`src/rtl/lcd_driver.sv`:
```
// rtl/lcd_driver.sv - HD44780 4-bit write-only driver: power-up init, then 32-char frame writes on refresh.
module lcd_driver #(
  parameter int T_POWERUP = 750000,
  parameter int T_SETUP   = 2,
  parameter int T_EPULSE  = 12,
  parameter int T_NIBBLE  = 50,
  parameter int T_CMD     = 2000,
  parameter int T_CLEAR   = 82000
) (
  input  logic         clk,
  input  logic         rst,
  input  logic         refresh,
  input  logic [255:0] strdata,
  output logic         busy,
  output logic         lcd_rs,
  output logic         lcd_rw,
  output logic         lcd_e,
  output logic [3:0]   lcd_dat
);

  localparam int CW = 24;

  typedef enum logic [2:0] {PWR_WAIT, INIT_NIB, CFG, IDLE, ADDR1, LINE1, ADDR2, LINE2} state_t;
  typedef enum logic [2:0] {PH_NONE, PH_SETUP, PH_EHIGH, PH_GAP, PH_WAIT} phase_t;

  state_t         state, state_n;
  phase_t         phase, phase_n;
  logic [CW-1:0]  cnt, cnt_n, cnt_last, post_last;
  logic [4:0]     idx, idx_n;
  logic           lo, lo_n, pending, pending_n, single, e_n, rs_n;
  logic [3:0]     dat_n;
  logic [7:0]     nb;
  logic [255:0]   frame, frame_n;

  function automatic logic [7:0] byte_of(state_t st, logic [4:0] i, logic [255:0] frm);
    logic [7:0] base;
    logic [7:0] b;
    base = 8'd255 - {i, 3'b000};
    case (st)
      INIT_NIB: b = (i == 5'd3) ? 8'h02 : 8'h03;
      CFG: begin
        case (i[1:0])
          2'd0:    b = 8'h28;
          2'd1:    b = 8'h06;
          2'd2:    b = 8'h0C;
          default: b = 8'h01;
        endcase
      end
      ADDR1:        b = 8'h80;
      ADDR2:        b = 8'hC0;
      LINE1, LINE2: b = frm[base -: 8];
      default:      b = 8'h00;
    endcase
    return b;
  endfunction

  assign busy   = (state != IDLE);
  assign lcd_rw = 1'b0;

  // Init nibbles 1-2 and the clear command need the long wait.
  always_comb begin
    single    = (state == INIT_NIB);
    post_last = CW'(T_CMD - 1);
    if ((state == INIT_NIB && idx < 5'd2) || (state == CFG && idx == 5'd3))
      post_last = CW'(T_CLEAR - 1);
    case (phase)
      PH_SETUP: cnt_last = CW'(T_SETUP - 1);
      PH_EHIGH: cnt_last = CW'(T_EPULSE - 1);
      PH_GAP:   cnt_last = CW'(T_NIBBLE - 1);
      PH_WAIT:  cnt_last = post_last;
      default:  cnt_last = CW'(T_POWERUP - 1);
    endcase
  end

  always_comb begin
    state_n   = state;
    phase_n   = phase;
    cnt_n     = cnt + 1'b1;
    idx_n     = idx;
    lo_n      = lo;
    frame_n   = frame;
    pending_n = pending | (refresh && state != IDLE);
    case (state)
      PWR_WAIT: begin
        if (cnt == cnt_last) begin
          state_n = INIT_NIB;
          phase_n = PH_SETUP;
          cnt_n   = '0;
          idx_n   = '0;
          lo_n    = 1'b0;
        end
      end
      IDLE: begin
        cnt_n = '0;
        if (pending || refresh) begin
          frame_n   = strdata;
          pending_n = 1'b0;
          state_n   = ADDR1;
          phase_n   = PH_SETUP;
          idx_n     = '0;
          lo_n      = 1'b0;
        end
      end
      default: begin
        if (cnt == cnt_last) begin
          cnt_n = '0;
          case (phase)
            PH_SETUP: phase_n = PH_EHIGH;
            PH_EHIGH: phase_n = (single || lo) ? PH_WAIT : PH_GAP;
            PH_GAP: begin
              phase_n = PH_SETUP;
              lo_n    = 1'b1;
            end
            PH_WAIT: begin
              phase_n = PH_SETUP;
              lo_n    = 1'b0;
              idx_n   = idx + 5'd1;
              case (state)
                INIT_NIB: if (idx == 5'd3) begin state_n = CFG; idx_n = '0; end
                CFG:      if (idx == 5'd3) begin state_n = IDLE; phase_n = PH_NONE; end
                ADDR1:    begin state_n = LINE1; idx_n = '0; end
                LINE1:    if (idx == 5'd15) state_n = ADDR2;
                ADDR2:    begin state_n = LINE2; idx_n = idx; end
                LINE2:    if (idx == 5'd31) begin state_n = IDLE; phase_n = PH_NONE; end
                default:  state_n = state;
              endcase
            end
            default: phase_n = PH_SETUP;
          endcase
        end
      end
    endcase

    // RS/DAT only change on entry to a setup phase, never while E is high or falling.
    e_n   = (phase_n == PH_EHIGH);
    rs_n  = lcd_rs;
    dat_n = lcd_dat;
    nb    = byte_of(state_n, idx_n, frame_n);
    if (phase_n == PH_SETUP) begin
      rs_n  = (state_n == LINE1 || state_n == LINE2);
      dat_n = (state_n == INIT_NIB || lo_n) ? nb[3:0] : nb[7:4];
    end
  end

  always_ff @(posedge clk) begin
    if (rst) begin
      state   <= PWR_WAIT;
      phase   <= PH_NONE;
      cnt     <= '0;
      idx     <= '0;
      lo      <= 1'b0;
      pending <= 1'b0;
      frame   <= '0;
      lcd_e   <= 1'b0;
      lcd_rs  <= 1'b0;
      lcd_dat <= 4'h0;
    end else begin
      state   <= state_n;
      phase   <= phase_n;
      cnt     <= cnt_n;
      idx     <= idx_n;
      lo      <= lo_n;
      pending <= pending_n;
      frame   <= frame_n;
      lcd_e   <= e_n;
      lcd_rs  <= rs_n;
      lcd_dat <= dat_n;
    end
  end

endmodule

```
`config.mk`:
```
export PLATFORM = sky130hd
export DESIGN_NAME = lcd_driver
export DESIGN_NICKNAME = d
export VERILOG_FILES = /design/src/rtl/lcd_driver.sv
export SDC_FILE = /design/constraint.sdc
export NUM_CORES = 1
export LEC_CHECK = 0
export CAP_MARGIN = 20
export CORE_MARGIN = 5
export CORE_UTILIZATION = 50
export CTS_CLUSTER_SIZE = 25
export DETAILED_ROUTE_END_ITERATION = 10
export PLACE_DENSITY = 0.76
export RECOVER_POWER = 50
export SYNTH_ARGS = -nofsm -noshare
export SYNTH_HDL_FRONTEND = slang
export SYNTH_SLANG_ARGS = --single-unit
```
`constraint.sdc`:
```
create_clock -name clk -period 7.93 [get_ports clk]
set_clock_uncertainty 0.1 [all_clocks]
set_input_delay 0.793 -clock clk [delete_from_list [all_inputs] [get_ports clk]]
set_output_delay 0.793 -clock clk [all_outputs]
set_load 0.01 [all_outputs]
```
=== Word-level counts from Yosys, hierarchy flattened ===
Index checks and enable logic that the tools add are counted.
Widths: inputs -> output; s select.

* Bits in latches: 0
* Memories kept: 0
* Memory bits (writable): 0
* Bits in registers: 299
* Memory bits (read-only): 0

* Bitwise logic cells: 1
* Add/subtract/negate cells: 3
* Divide/modulo/power cells: 0
* Multiplexer cells: 41
* $lt $le $gt $ge: 1
* Equality and inequality tests: 27
* Shift-type cells: 1
* Multiply operators: 0
* Reductions and logical operators: 12

{| class="wikitable"
|+ Operators by type and width
! cell !! number
|-
| $mux 256 || 2
|-
| $shiftx 263x9->8 || 1
|-
| $pmux 24 s4 || 1
|-
| $pmux 8 s5 || 1
|-
| $mux 3 || 12
|-
| $eq 3x3->1 const B || 9
|-
| $mux 5 || 5
|-
| $add 24x1->24 const B || 1
|-
| $eq 24x24->1 || 1
|-
| $eq 3x2->1 const B || 6
|-
| $pmux 3 s6 || 1
|-
| $pmux 6 s3 || 1
|-
| $mux 17 || 1
|-
| $pmux 5 s3 || 1
|-
| $eq 3x1->1 const B || 4
|-
| $pmux 3 s2 || 2
|-
| $eq 5x2->1 const B || 2
|-
| $pmux 5 s2 || 1
|-
| $pmux 3 s3 || 1
|-
| $mux 1 || 8
|-
| $sub 8x8->8 const A || 1
|-
| $pmux 1 s2 || 3
|-
| $add 5x1->5 const B || 1
|-
| $eq 5x4->1 const B || 1
|-
| 13 further kinds || 19
|}

=== Depth between registers and ports, before layout ===
* Word-level depth: 12
* Depth in mapped cells: 19
* Mapped depth without buffers: 15

=== Worst setup path after synthesis ===
OpenSTA, ideal clock, no wires.

* Kind: flip-flop to flip-flop
* From: register idx[2]
* To: register lcd_dat[1]
* Slack: 4147 ps
* Arrival: 3561 ps
* Data required time: 7708 ps
* Cell stages (with the launch flop): 20
* Cell sequence: dfxtp_1 > buf_6 > or4_4 > a2111oi_4 > o311ai_2 > and3_1 > buf_6 > a31o_2 > nand3_2 > inv_2 > buf_2 > buf_2 > buf_2 > ha_1 > nor2_1 > nor2_1 > o211ai_1 > a21oi_1 > a41o_1 > o32a_1

* Word-level cells in the longest chain between the ends: 12
* Elaborated cells on any way between the ends: 54
* Classes of those cells: add/sub (2); order compare (1); eq/ne (13); shift (1); mux (31); reduce/logical (6)

{| class="wikitable"
|+ Ends and longest elaborated chain
! item !! line !! RTL
|-
| start: declaration || 29 || <nowiki>logic [4:0] idx, idx_n;</nowiki>
|-
| start signal: assignment || 161 || <nowiki>idx <= idx_n;</nowiki>
|-
| $lt 5x2->1 / $eq 5x2->1 (equally long branches) || 64, 119, 120 ||
|-
| $logic_and 1x1->1 || 64 || <nowiki>if ((state == INIT_NIB && idx < 5'd2) || (state == CFG && idx == 5'd3))</nowiki>
|-
| $logic_or 1x1->1 || 64 ||
|-
| $mux 17 || 64 ||
|-
| $pmux 24 s4 || 66 || <nowiki>case (phase)</nowiki>
|-
| $eq 24x24->1 || 85, 105 ||
|-
| $mux 5 (tied with other cells) || 105 || <nowiki>if (cnt == cnt_last) begin</nowiki>
|-
| $pmux 5 s2 / $pmux 3 s2 (equally long branches) || 83 || <nowiki>case (state)</nowiki>
|-
| $sub 8x8->8 (tied with other cells) || 38 || <nowiki>base = 8'd255 - {i, 3'b000};</nowiki>
|-
| $shiftx 263x9->8 (tied with other cells) || 51 || <nowiki>LINE1, LINE2: b = frm[base -: 8];</nowiki>
|-
| $pmux 8 s5 || 39 || <nowiki>case (st)</nowiki>
|-
| $mux 4 || 141 || <nowiki>dat_n = (state_n == INIT_NIB || lo_n) ? nb[3:0] : nb[7:4];</nowiki>
|-
| end signal: assignment || 167 || <nowiki>lcd_dat <= dat_n;</nowiki>
|-
| end: declaration || 18 || <nowiki>output logic [3:0] lcd_dat</nowiki>
|}

Several ways; a longest one is shown, not always the timed one.
A chain may end at the register's enable or synchronous reset.

=== Worst setup path after layout ===
* From: register state[2]
* To: register lcd_dat[0]

* Word-level cells in the longest chain between the ends: 12
* Elaborated cells on any way between the ends: 59
* Classes of those cells: add/sub (1); eq/ne (18); shift (1); mux (31); reduce/logical (8)

{| class="wikitable"
|+ Ends and longest elaborated chain
! item !! line !! RTL
|-
| start: declaration || 26 || <nowiki>state_t state, state_n;</nowiki>
|-
| start signal: assignment || 158 || <nowiki>state <= state_n;</nowiki>
|-
| $eq 3x1->1 / $eq 3x2->1 (equally long branches) || 62, 64, 118 ||
|-
| $logic_and 1x1->1 || 64 ||
|-
| $logic_or 1x1->1 || 64 ||
|-
| $mux 17 || 64 ||
|-
| $pmux 24 s4 || 66 ||
|-
| $eq 24x24->1 || 85, 105 ||
|-
| $mux 5 (tied with other cells) || 105 ||
|-
| $pmux 5 s2 / $pmux 3 s2 (equally long branches) || 83 ||
|-
| $sub 8x8->8 (tied with other cells) || 38 ||
|-
| $shiftx 263x9->8 (tied with other cells) || 51 ||
|-
| $pmux 8 s5 || 39 ||
|-
| $mux 4 || 141 ||
|}

Several ways; a longest one is shown, not always the timed one.

==> results_dict.tcl <==
set metrics [dict create \
    outcome "complete, but fails checks" \
    violations "max-capacitance violations, max-slew violations" \
    synth_flop_cell "dfxtp_1" \
    yosys.area.top_type "dfxtp_1" \
    fp-row-count 64 \
    peakVddDrop_mv 0.129 \
    wl_met3_um 4730 \
    grt_first_pass_wirelength_um 84300 \
    cts_tree "yes" \
    drc 0 \
    synthTopCellsByArea "dfxtp_1, nand2_1, a21oi_1" \
    gp_congestion 0.951 \
    fin_util_pct 62.8 \
    clk_pin_slew_ns 0.06 \
    tns_ns 0 \
    dieArea_mm2 0.0341 \
    critical_path_class "flop to flop" \
    slew_headroom_pct -138 \
    avgSynthCellArea_um2 7.31 \
    vias 15900 \
    fin_nets 2516 \
    first_iter_violations 1838 \
    ant_nets 0 \
    die_y_um 185 \
    post_cts_resized 0 \
    syn_area_mm2 0.0153 \
    post_cts_buffers 0 \
    synth-simple-area-share_pct 27.2 \
    io_buffers 265 \
    core_mm2 0.0303 \
    setup_viol_count_final 0 \
    routed_wl_um 55100 \
    synthMuxAreaShare_pct 4.75 \
    synth_cells 2088 \
    max_freq_ghz 0.148 \
    synth-seq-cells 299 \
    maxSlewViolCount 228 \
    hold_buffers 0 \
    grt_overflow 0 \
    grt_max_degree 198 \
    dieWidth_um 185 \
    cap_violations 3 \
    avgRoutedWirePerCell_um 20.7 \
    grt_use_total_pct 30.8 \
    required_ns 8.19 \
    p_leak_nw 6.57 \
    wl_met2_um 25100 \
    finalCriticalPeriod_ns 6.77 \
    worstMarginPinSlew_ns 3.57 \
    clock_tree.root_cell "clkbuf_16" \
    synth_edf_count 0 \
    cellPowerDensity_mw_per_mm2 175 \
    synth_xor_area_share_pct 1.26 \
    synth_most_common_cell "nand2_1" \
    synth_common_cells "nand2_1, dfxtp_1, a21oi_1, nor2_1, clkbuf_1" \
    yosysUniqueCellTypes 93 \
    top_layer_used "met4" \
    clock_path_buffers 3 \
    cp.arrival_ns 7.04 \
    cp_max_fo 69 \
    min_path_type "flop to flop" \
    yosys_warnings 0 \
    drt-met1-wl_um 23300 \
    post-route-period-util_pct 85.4 \
    synth_compound_area_share_pct 21.6 \
    synth-adder-area-share_pct 0.574 \
    cts_made_buffers 34 \
    ys_seq_area_share_pct 39.2 \
    final-hold-violation-count 0 \
    rsz0062_at_grt "false" \
    synth_top_family_by_area "simple AND/OR/NAND/NOR gates" \
    cp-end-kind "flop" \
    h-tree-depth 2 \
    via_per_inst 5.97 \
    antennaDiodeCount 0 \
    ios 267 \
    clkLatencyLatePin_ns 0.51 \
    clock_sinks 299 \
    start_kind "flop" \
    syn_nets 2354 \
    dp_hpwl_um 38400 \
    grt_pass1_vias 15000 \
    drive_gt1_share_pct 4.58 \
    antenna_found_initial 0 \
    synthDominantCellAreaShare_pct 39.2 \
    ys_async_sr_fraction_pct 0 \
    synthToLayoutAreaGrowth_pct 24.8 \
    drt_first_pass_iters 5 \
    initial_utilization_pct 50.3 \
]
[worst max-delay path: stages, from the launching register on]
cell      delay, ns
dfxtp_1        0.75
nand2b_1       0.27
nor2_1         0.14
o21ai_4        0.14
clkbuf_1       2.54
nand2_1        1.17
nand2_1        0.62
nor3_1         0.14
nor4b_1        0.21
o21a_1         0.16
nor4_1         0.26
a311oi_1       0.12
[per-stage QoR]
stage          setup slack, ns  total power [mW]  hold slack [ns]  std cells  area (um^2)
2_1_floorplan             4.15              1.57            0.331       2088        15300
3_3_place_gp              2.13              1.72            0.338       2609        17900
3_5_place_dp              1.98              1.72            0.345       2609        17900
4_1_cts                   1.95              3.35            0.352       2667        19000
5_1_grt                  0.782              3.41            0.365       2668        19000
6_report                  1.16              3.34            0.348       2668        19000
[power by group]
part,internal [mW],leakage [nW],switching (mW)
clock network,1.01,0.570,0.638
registers,1.50,2.41,0.00292
logic,0.117,3.59,0.0623
total,2.63,6.57,0.703
[area by class of cell]
cell class	count	area (um^2)
Fill cell	2759	11300
Clock buffer	47	961
Tap cell	396	495
Sequential cell	299	5990
Clock inverter	11	206
Multi-Input combinational cell	1612	8500
Timing Repair Buffer	288	2840
Inverter	15	58.8
[state kept, by name (all words and copies together) (netlist names)]
name     cells
state        3
phase        3
cnt         24
lcd_rs       1
frame      256
lcd_dat      4
lcd_e        1
idx          5
pending      1
lo           1
[cells in the final DEF, fill, tap and decap left out, types with 6 or more instances in the layout]
cell type	n
nor4_1	13
xnor2_1	10
o2111ai_1	7
clkdlybuf4s50_1	258
o21ai_1	7
a211o_1	6
a31oi_1	41
a211oi_1	22
nand4_1	8
ha_1	7
nor2b_1	15
nor3b_1	6
o31a_1	6
inv_1	12
and3_1	24
o221ai_1	6
a21oi_1	266
dfxtp_1	299
clkbuf_16	35
xor2_1	12
o31ai_1	13
nor3_1	34
o21ai_0	59
dlygate4sd3_1	6
o22ai_1	7
a22oi_1	7
o211ai_1	18
mux2i_1	69
buf_4	18
nand3_1	60
nand2_1	650
clkbuf_1	10
nor2_1	121
[worst paths after layout]
check / startpoint / to / depth (start not counted) / slack, ns
max: state[2]$_SDFF_PP0_ / lcd_dat[0]$_SDFFE_PP0N_ / 11 / 1.16
min: frame[184]$_SDFF_PP0_ / frame[184]$_SDFF_PP0_ / 2 / 0.35
min reg2reg: frame[184]$_SDFF_PP0_ / frame[184]$_SDFF_PP0_ / 2 / 0.35
max reg2reg: state[2]$_SDFF_PP0_ / lcd_dat[0]$_SDFFE_PP0N_ / 11 / 1.16
[metal layers]
layer | vias to the layer above | global-route usage, %
li1 | 7549 | -
met1 | 7459 | 42.6
met2 | 799 | 48.8
met3 | 125 | 5.29
met4 | 0 | 11.0
met5 | - | 0
[cell families after synthesis]
logic type      Yosys count
other cells               1
simple gates            976
mux                      72
xor+xnor                 22
fa+ha+maj                 7
buf+inv                 177
compound gates          534
flops                   299
Power figures use the tool's default switching activity.
